File: config.mk
export PLATFORM = sky130hd
export DESIGN_NAME = spi_note_receiver
export DESIGN_NICKNAME = d
export VERILOG_FILES = /design/src/rtl/spi_note_receiver.sv
export SDC_FILE = /design/constraint.sdc
export NUM_CORES = 1
export LEC_CHECK = 0
export CORE_MARGIN = 1.5
export CORE_UTILIZATION = 53
export CTS_CLUSTER_DIAMETER = 30
export DETAILED_ROUTE_END_ITERATION = 16
export MAX_ROUTING_LAYER = met4
export PLACE_DENSITY = 0.75
export SLEW_MARGIN = 20
export SYNTH_ARGS = -nofsm -noshare
export SYNTH_HDL_FRONTEND = slang
export SYNTH_SLANG_ARGS = --single-unit
File: constraint.sdc
create_clock -name i_clk -period 2.75 [get_ports i_clk]
set_clock_uncertainty 0.2 [all_clocks]
set_input_delay 0.275 -clock i_clk [delete_from_list [all_inputs] [get_ports i_clk]]
set_output_delay 0.275 -clock i_clk [all_outputs]
set_load 0.05 [all_outputs]
File: src/rtl/spi_note_receiver.sv
// SPI mode-0 slave that receives 16-bit voice/note frames and releases them to the
// DDS update interface as paced single-cycle strobes through a small frame FIFO.
module spi_note_receiver #(
  parameter int FIFO_DEPTH  = 4,
  parameter int GAP_CYCLES  = 8,
  parameter int SYNC_STAGES = 2
) (
  input  logic                          i_clk,
  input  logic                          i_reset,
  input  logic                          i_spi_sck,
  input  logic                          i_spi_cs_n,
  input  logic                          i_spi_mosi,
  output logic                          o_spi_miso,
  output logic                          o_SPI_flag,
  output logic [6:0]                    o_SPI_midi_note,
  output logic [7:0]                    o_SPI_voice_index,
  output logic [$clog2(FIFO_DEPTH):0]   o_fifo_level,
  output logic                          o_overflow,
  output logic                          o_frame_error
);
  localparam int AW = $clog2(FIFO_DEPTH);
  localparam int LW = AW + 1;
  localparam int GW = (GAP_CYCLES > 1) ? $clog2(GAP_CYCLES) : 1;

  typedef enum logic [1:0] {IDLE, SHIFT, COMMIT, WAIT_CS} state_t;

  // synchronisers, reset to the idle pin levels so reset never fabricates an edge
  logic [SYNC_STAGES-1:0] sck_sync, cs_sync, mosi_sync;
  logic sck_d, cs_d;
  logic sck_s, cs_s, mosi_s;
  logic sck_rise, sck_fall, cs_fall, cs_rise;

  always_ff @(posedge i_clk) begin
    if (i_reset) begin
      sck_sync  <= '0;
      cs_sync   <= '1;
      mosi_sync <= '0;
      sck_d     <= 1'b0;
      cs_d      <= 1'b1;
    end else begin
      sck_sync  <= {sck_sync[SYNC_STAGES-2:0], i_spi_sck};
      cs_sync   <= {cs_sync[SYNC_STAGES-2:0], i_spi_cs_n};
      mosi_sync <= {mosi_sync[SYNC_STAGES-2:0], i_spi_mosi};
      sck_d     <= sck_sync[SYNC_STAGES-1];
      cs_d      <= cs_sync[SYNC_STAGES-1];
    end
  end

  assign sck_s    = sck_sync[SYNC_STAGES-1];
  assign cs_s     = cs_sync[SYNC_STAGES-1];
  assign mosi_s   = mosi_sync[SYNC_STAGES-1];
  assign sck_rise = sck_s & ~sck_d;
  assign sck_fall = ~sck_s & sck_d;
  assign cs_fall  = ~cs_s & cs_d;
  assign cs_rise  = cs_s & ~cs_d;

  state_t      state, state_next;
  logic [4:0]  bit_cnt;
  logic [15:0] shreg;
  logic [7:0]  status;
  logic        abort;
  logic        commit, bad_frame;

  always_ff @(posedge i_clk) begin
    if (i_reset) state <= IDLE;
    else         state <= state_next;
  end

  always_comb begin
    state_next = state;
    abort      = 1'b0;
    if (cs_fall) state_next = SHIFT;
    else begin
      case (state)
        SHIFT: begin
          if (cs_rise) begin
            state_next = IDLE;
            abort      = (bit_cnt != 5'd0);
          end else if (sck_rise && bit_cnt == 5'd15) begin
            state_next = COMMIT;
          end
        end
        COMMIT:  state_next = cs_rise ? IDLE : WAIT_CS;
        WAIT_CS: if (cs_rise) state_next = IDLE;
        default: state_next = IDLE;
      endcase
    end
  end

  assign commit    = (state == COMMIT);
  assign bad_frame = shreg[7];

  // FIFO and pacing
  logic [14:0]   mem [FIFO_DEPTH];
  logic [AW-1:0] wptr, rptr;
  logic [LW-1:0] count;
  logic [GW-1:0] gap;
  logic          full, push, pop;
  logic [14:0]   head;
  logic [7:0]    voice_q;
  logic [6:0]    note_q;
  logic [LW+3:0] level_ext;

  assign full      = (count == LW'(FIFO_DEPTH));
  assign pop       = !i_reset && (count != '0) && (gap == '0);
  assign push      = commit && !bad_frame && (!full || pop);
  assign head      = mem[rptr];
  assign level_ext = {4'b0000, count};

  always_ff @(posedge i_clk) begin
    if (i_reset) begin
      bit_cnt       <= '0;
      shreg         <= '0;
      status        <= '0;
      o_overflow    <= 1'b0;
      o_frame_error <= 1'b0;
    end else begin
      if (cs_fall) begin
        bit_cnt <= '0;
        status  <= {o_overflow, o_frame_error, 2'b00, level_ext[3:0]};
      end else if (state == SHIFT && !cs_rise) begin
        if (sck_rise) begin
          shreg   <= {shreg[14:0], mosi_s};
          bit_cnt <= bit_cnt + 5'd1;
        end
        if (sck_fall && bit_cnt != 5'd0 && bit_cnt < 5'd8)
          status <= {status[6:0], 1'b0};
      end
      if (abort || (commit && bad_frame)) o_frame_error <= 1'b1;
      if (commit && !bad_frame && full && !pop) o_overflow <= 1'b1;
    end
  end

  always_ff @(posedge i_clk) begin
    if (push) mem[wptr] <= {shreg[15:8], shreg[6:0]};
  end

  always_ff @(posedge i_clk) begin
    if (i_reset) begin
      wptr    <= '0;
      rptr    <= '0;
      count   <= '0;
      gap     <= '0;
      voice_q <= '0;
      note_q  <= '0;
    end else begin
      if (push) wptr <= wptr + 1'b1;
      if (pop) begin
        rptr    <= rptr + 1'b1;
        voice_q <= head[14:7];
        note_q  <= head[6:0];
        gap     <= GW'(GAP_CYCLES - 1);
      end else if (gap != '0) begin
        gap <= gap - 1'b1;
      end
      count <= count + LW'(push) - LW'(pop);
    end
  end

  // the strobe and its payload appear in the pop cycle; payload then holds
  assign o_SPI_flag        = pop;
  assign o_SPI_voice_index = pop ? head[14:7] : voice_q;
  assign o_SPI_midi_note   = pop ? head[6:0] : note_q;
  assign o_fifo_level      = count;
  assign o_spi_miso        = (state == SHIFT && bit_cnt < 5'd8) ? status[7] : 1'b0;
endmodule

==> insert_results.sql <==
INSERT INTO impl_metrics (metric_group, metric, value, unit) VALUES
('status', 'run_status', 'finished, final reports clean', ''),
('placement', 'placedCellCount', '579', ''),
('synthesis', 'post_synth_xor_area_fraction', '0.336', '%'),
('global_route', 'antenna_found_initial', '0', ''),
('die', 'initial_utilization', '55.6', '%'),
('clock_network', 'worst_skew_pair_later_pin_latency', '0.51', 'ns'),
('setup_path', 'cp_common_cell', 'sky130_fd_sc_hd__inv_2', ''),
('synthesis', 'netlist.top_cell.by_area', 'sky130_fd_sc_hd__edfxtp_1', ''),
('synthesis', 'synth_seq_cells', '128', ''),
('global_route', 'grt_first_pass_wirelength', '17300', 'um'),
('setup_path', 'rr_worst_depth', '13', ''),
('setup_path', 'timing.critical_path.slowest_cell_delay', '0.47', 'ns'),
('synthesis', 'synth.mux.area_fraction', '7.28', '%'),
('final_layout', 'area.growth.synth_to_final', '24.6', '%'),
('route', 'firstDrtPassIters', '5', ''),
('setup_path', 'critical_path_depth', '13', ''),
('final_layout', 'diodes', '0', ''),
('placement', 'detailedPlace.worstSlack', '0.0706', 'ns'),
('sta', 'worst_slew_pin_slew', '0.819', 'ns'),
('global_route', 'grt_pass1_vias', '3534', ''),
('hold_path', 'min_path_type', 'input port to flop', ''),
('clock_network', 'clkSlewWorstSetupHoldPaths', '0.06', 'ns'),
('sta', 'hold_violations', '0', ''),
('final_layout', 'mostFrequentLayoutCell', 'sky130_fd_sc_hd__dfxtp_1', ''),
('route', 'postRouteWirelength', '10600', 'um'),
('setup_path', 'timing.critical_path.max_delay_family', 'adder cells', ''),
('route', 'number_of_vias_after_detailed_routing', '3555', ''),
('sta', 'report.final.setup_viol', '0', ''),
('final_layout', 'seqCellArea', '0.00317', 'mm^2'),
('clock_network', 'cts_inserted_buffers', '17', ''),
('final_layout', 'layout.cells.non_filler', '613', ''),
('route', 'post_drt_wl_per_cell', '17.3', 'um'),
('global_route', 'overflow', '0', ''),
('clock_network', 'ctsRootBufferMaster', 'sky130_fd_sc_hd__clkbuf_8', ''),
('sta', 'grt_setup_unrepaired', 'true', ''),
('synthesis', 'synth-main-ff-cell', 'sky130_fd_sc_hd__dfxtp_1', ''),
('pwr', 'power.ir.vdd_worst', '0.000465', 'V'),
('route', 'residual_antenna_violating_net_count_after_detailed_routing', '0', ''),
('sta', 'min_period_over_period', '97.2', '%'),
('sta', 'finalWorstPathRequiredPeriod', '2.67', 'ns'),
('placement', 'dp.final_hpwl', '6380', 'um'),
('synthesis', 'mappedNetlistArea', '0.00521', 'mm^2'),
('die', 'core_rows', '35', ''),
('setup_path', 'crit_path_end_kind', 'flop', ''),
('die', 'die_area', '0.0104', 'mm^2'),
('sta', 'fin_setup_tns', '0', 'ns'),
('clock_network', 'max-clock-path-buffers', '2', ''),
('synthesis', 'seq_area_frac_synth', '60.7', '%'),
('sta', 'worst_slack', '0.0780', 'ns'),
('synthesis', 'synthCells', '436', ''),
('synthesis', 'synthesis.nets', '458', ''),
('pwr', 'p_leak', '2.34', 'nW'),
('setup_path', 'path_buf_inv', '4', ''),
('final_layout', 'filler_cell_count', '653', ''),
('sta', 'fmax', '374', 'MHz'),
('route', 'viasPerCell', '5.80', ''),
('synthesis', 'netlist_top_cells_area', 'sky130_fd_sc_hd__edfxtp_1, sky130_fd_sc_hd__dfxtp_1, sky130_fd_sc_hd__mux4_2', ''),
('flow_run', 'cap_viol_max_count', '0', ''),
('route', 'remaining_drc_errors', '0', ''),
('synthesis', 'async_set_or_reset_register_ratio_after_synthesis', '0', '%'),
('setup_path', 'start_kind', 'flop', ''),
('sta', 'timing.max_slew.rel_slack', '45.4', '%'),
('setup_path', 'critPathSlowestCell', 'sky130_fd_sc_hd__o41a_2', ''),
('synthesis', 'combinational_family_with_the_most_area_after_synthesis', 'simple AND/OR/NAND/NOR gates', ''),
('pwr', 'design_power_total', '0.00521', 'W'),
('clock_network', 'cts_tree', 'done', ''),
('synthesis', 'synth_enable_flop_cells', '60', ''),
('final_layout', 'footprint_of_the_multi_input_gates', '0.00193', 'mm^2'),
('global_route', 'gr-usage-all-layers', '22.8', '%'),
('synthesis', 'synth_compound_area_share', '11.1', '%'),
('die', 'fp.dieH', '102', 'um');
## final cells by class
class | instances | area share [%]
clock buffer | 22 | 8.14
clock inverter | 10 | 1.06
inverter | 21 | 1.22
multi-input combinational | 259 | 29.7
sequential | 128 | 48.8
tap | 129 | 2.49
timing repair buffer | 44 | 8.53
## synthesized netlist by cell type (2+ instances only)
master / n
sky130_fd_sc_hd__nand4bb_1: 2
sky130_fd_sc_hd__inv_1: 20
sky130_fd_sc_hd__nor2b_1: 8
sky130_fd_sc_hd__xnor2_1: 2
sky130_fd_sc_hd__nand4_1: 8
sky130_fd_sc_hd__o31ai_1: 3
sky130_fd_sc_hd__dfxtp_1: 68
sky130_fd_sc_hd__or3_1: 4
sky130_fd_sc_hd__nor3_1: 5
sky130_fd_sc_hd__clkbuf_1: 16
sky130_fd_sc_hd__a211oi_1: 2
sky130_fd_sc_hd__nor2_1: 14
sky130_fd_sc_hd__nand3_1: 33
sky130_fd_sc_hd__nor4bb_1: 2
sky130_fd_sc_hd__o21a_1: 2
sky130_fd_sc_hd__o311a_1: 4
sky130_fd_sc_hd__mux4_2: 15
sky130_fd_sc_hd__or2_2: 5
sky130_fd_sc_hd__buf_2: 8
sky130_fd_sc_hd__edfxtp_1: 60
sky130_fd_sc_hd__mux2i_1: 3
sky130_fd_sc_hd__buf_1: 2
sky130_fd_sc_hd__nand2_1: 21
sky130_fd_sc_hd__and3_1: 2
sky130_fd_sc_hd__nand2b_1: 6
sky130_fd_sc_hd__o21ai_0: 34
sky130_fd_sc_hd__a21oi_1: 50
sky130_fd_sc_hd__and2_1: 4
sky130_fd_sc_hd__ha_1: 16
## worst min-delay path, cell delays in order
cell	delay [ns]
sky130_fd_sc_hd__buf_2	0.14
sky130_fd_sc_hd__buf_4	0.21
sky130_fd_sc_hd__a21oi_1	0.12
## flip-flops by register name (all words and copies together), names as in the netlist, 3 cells and up, named ones only
register      flops
gap               3
bit_cnt           5
voice_q           8
mem              60
status            8
o_fifo_level      3
note_q            7
shreg            16
## kinds of logic (layout without fill, tap and decap cells)
family	count (synthesis)	in the layout
fa+ha+maj	17	17
mux	19	19
simple gates	119	119
buf+inv	49	97
xor+xnor	2	2
flops	128	128
compound gates	102	102
## final timing paths
check	slack, ns	end	start
worst min-delay path	0.07	flop	i_reset
worst max-delay path	0.08	o_fifo_level[2]$_SDFF_PP0_	gap[0]$_SDFFE_PP0P_
worst min register to register	0.22	cs_sync[1]$_SDFF_PP1_	cs_sync[0]$_SDFF_PP1_
worst max register to register	0.08	o_fifo_level[2]$_SDFF_PP0_	gap[0]$_SDFFE_PP0P_
## power by group
part | internal (W) | switching [W] | leakage [nW] | total [W]
Combinational | 0.000400 | 0.000554 | 0.941 | 0.000954
Sequential | 0.00204 | 0.0000488 | 1.11 | 0.00209
Clock | 0.00135 | 0.000819 | 0.287 | 0.00216
Total | 0.00379 | 0.00142 | 2.34 | 0.00521
## per-layer routing
| metal | vias to the layer above | track usage, % | part of all wire (%) |
|---|---|---|---|
| met4 | 0 | 8.01 | 1.8 |
| met1 | 1751 | 27.8 | 42 |
| met5 | - | - | 0 |
| met3 | 16 | 6.63 | 5.0 |
| met2 | 107 | 36.4 | 51 |
| li1 | 1681 | - | - |
## stage by stage
stage / util (%) / hold slack, ns
after floorplan: - / 0.179
after global placement: 62.1 / 0.209
after detailed placement: 62.1 / 0.213
after CTS: 68.5 / 0.0224
after global routing: 69.2 / 0.0613
final: 69.2 / 0.0694
## repair_timing
item	4_1_cts	5_1_grt
pin swaps	0	5
hold buffers	0	0
gates resized for setup	5	23
setup buffers	0	2
setup endpoints to repair	14	17
gates cloned	0	0
Note: power is estimated with default switching activity, not from simulation.
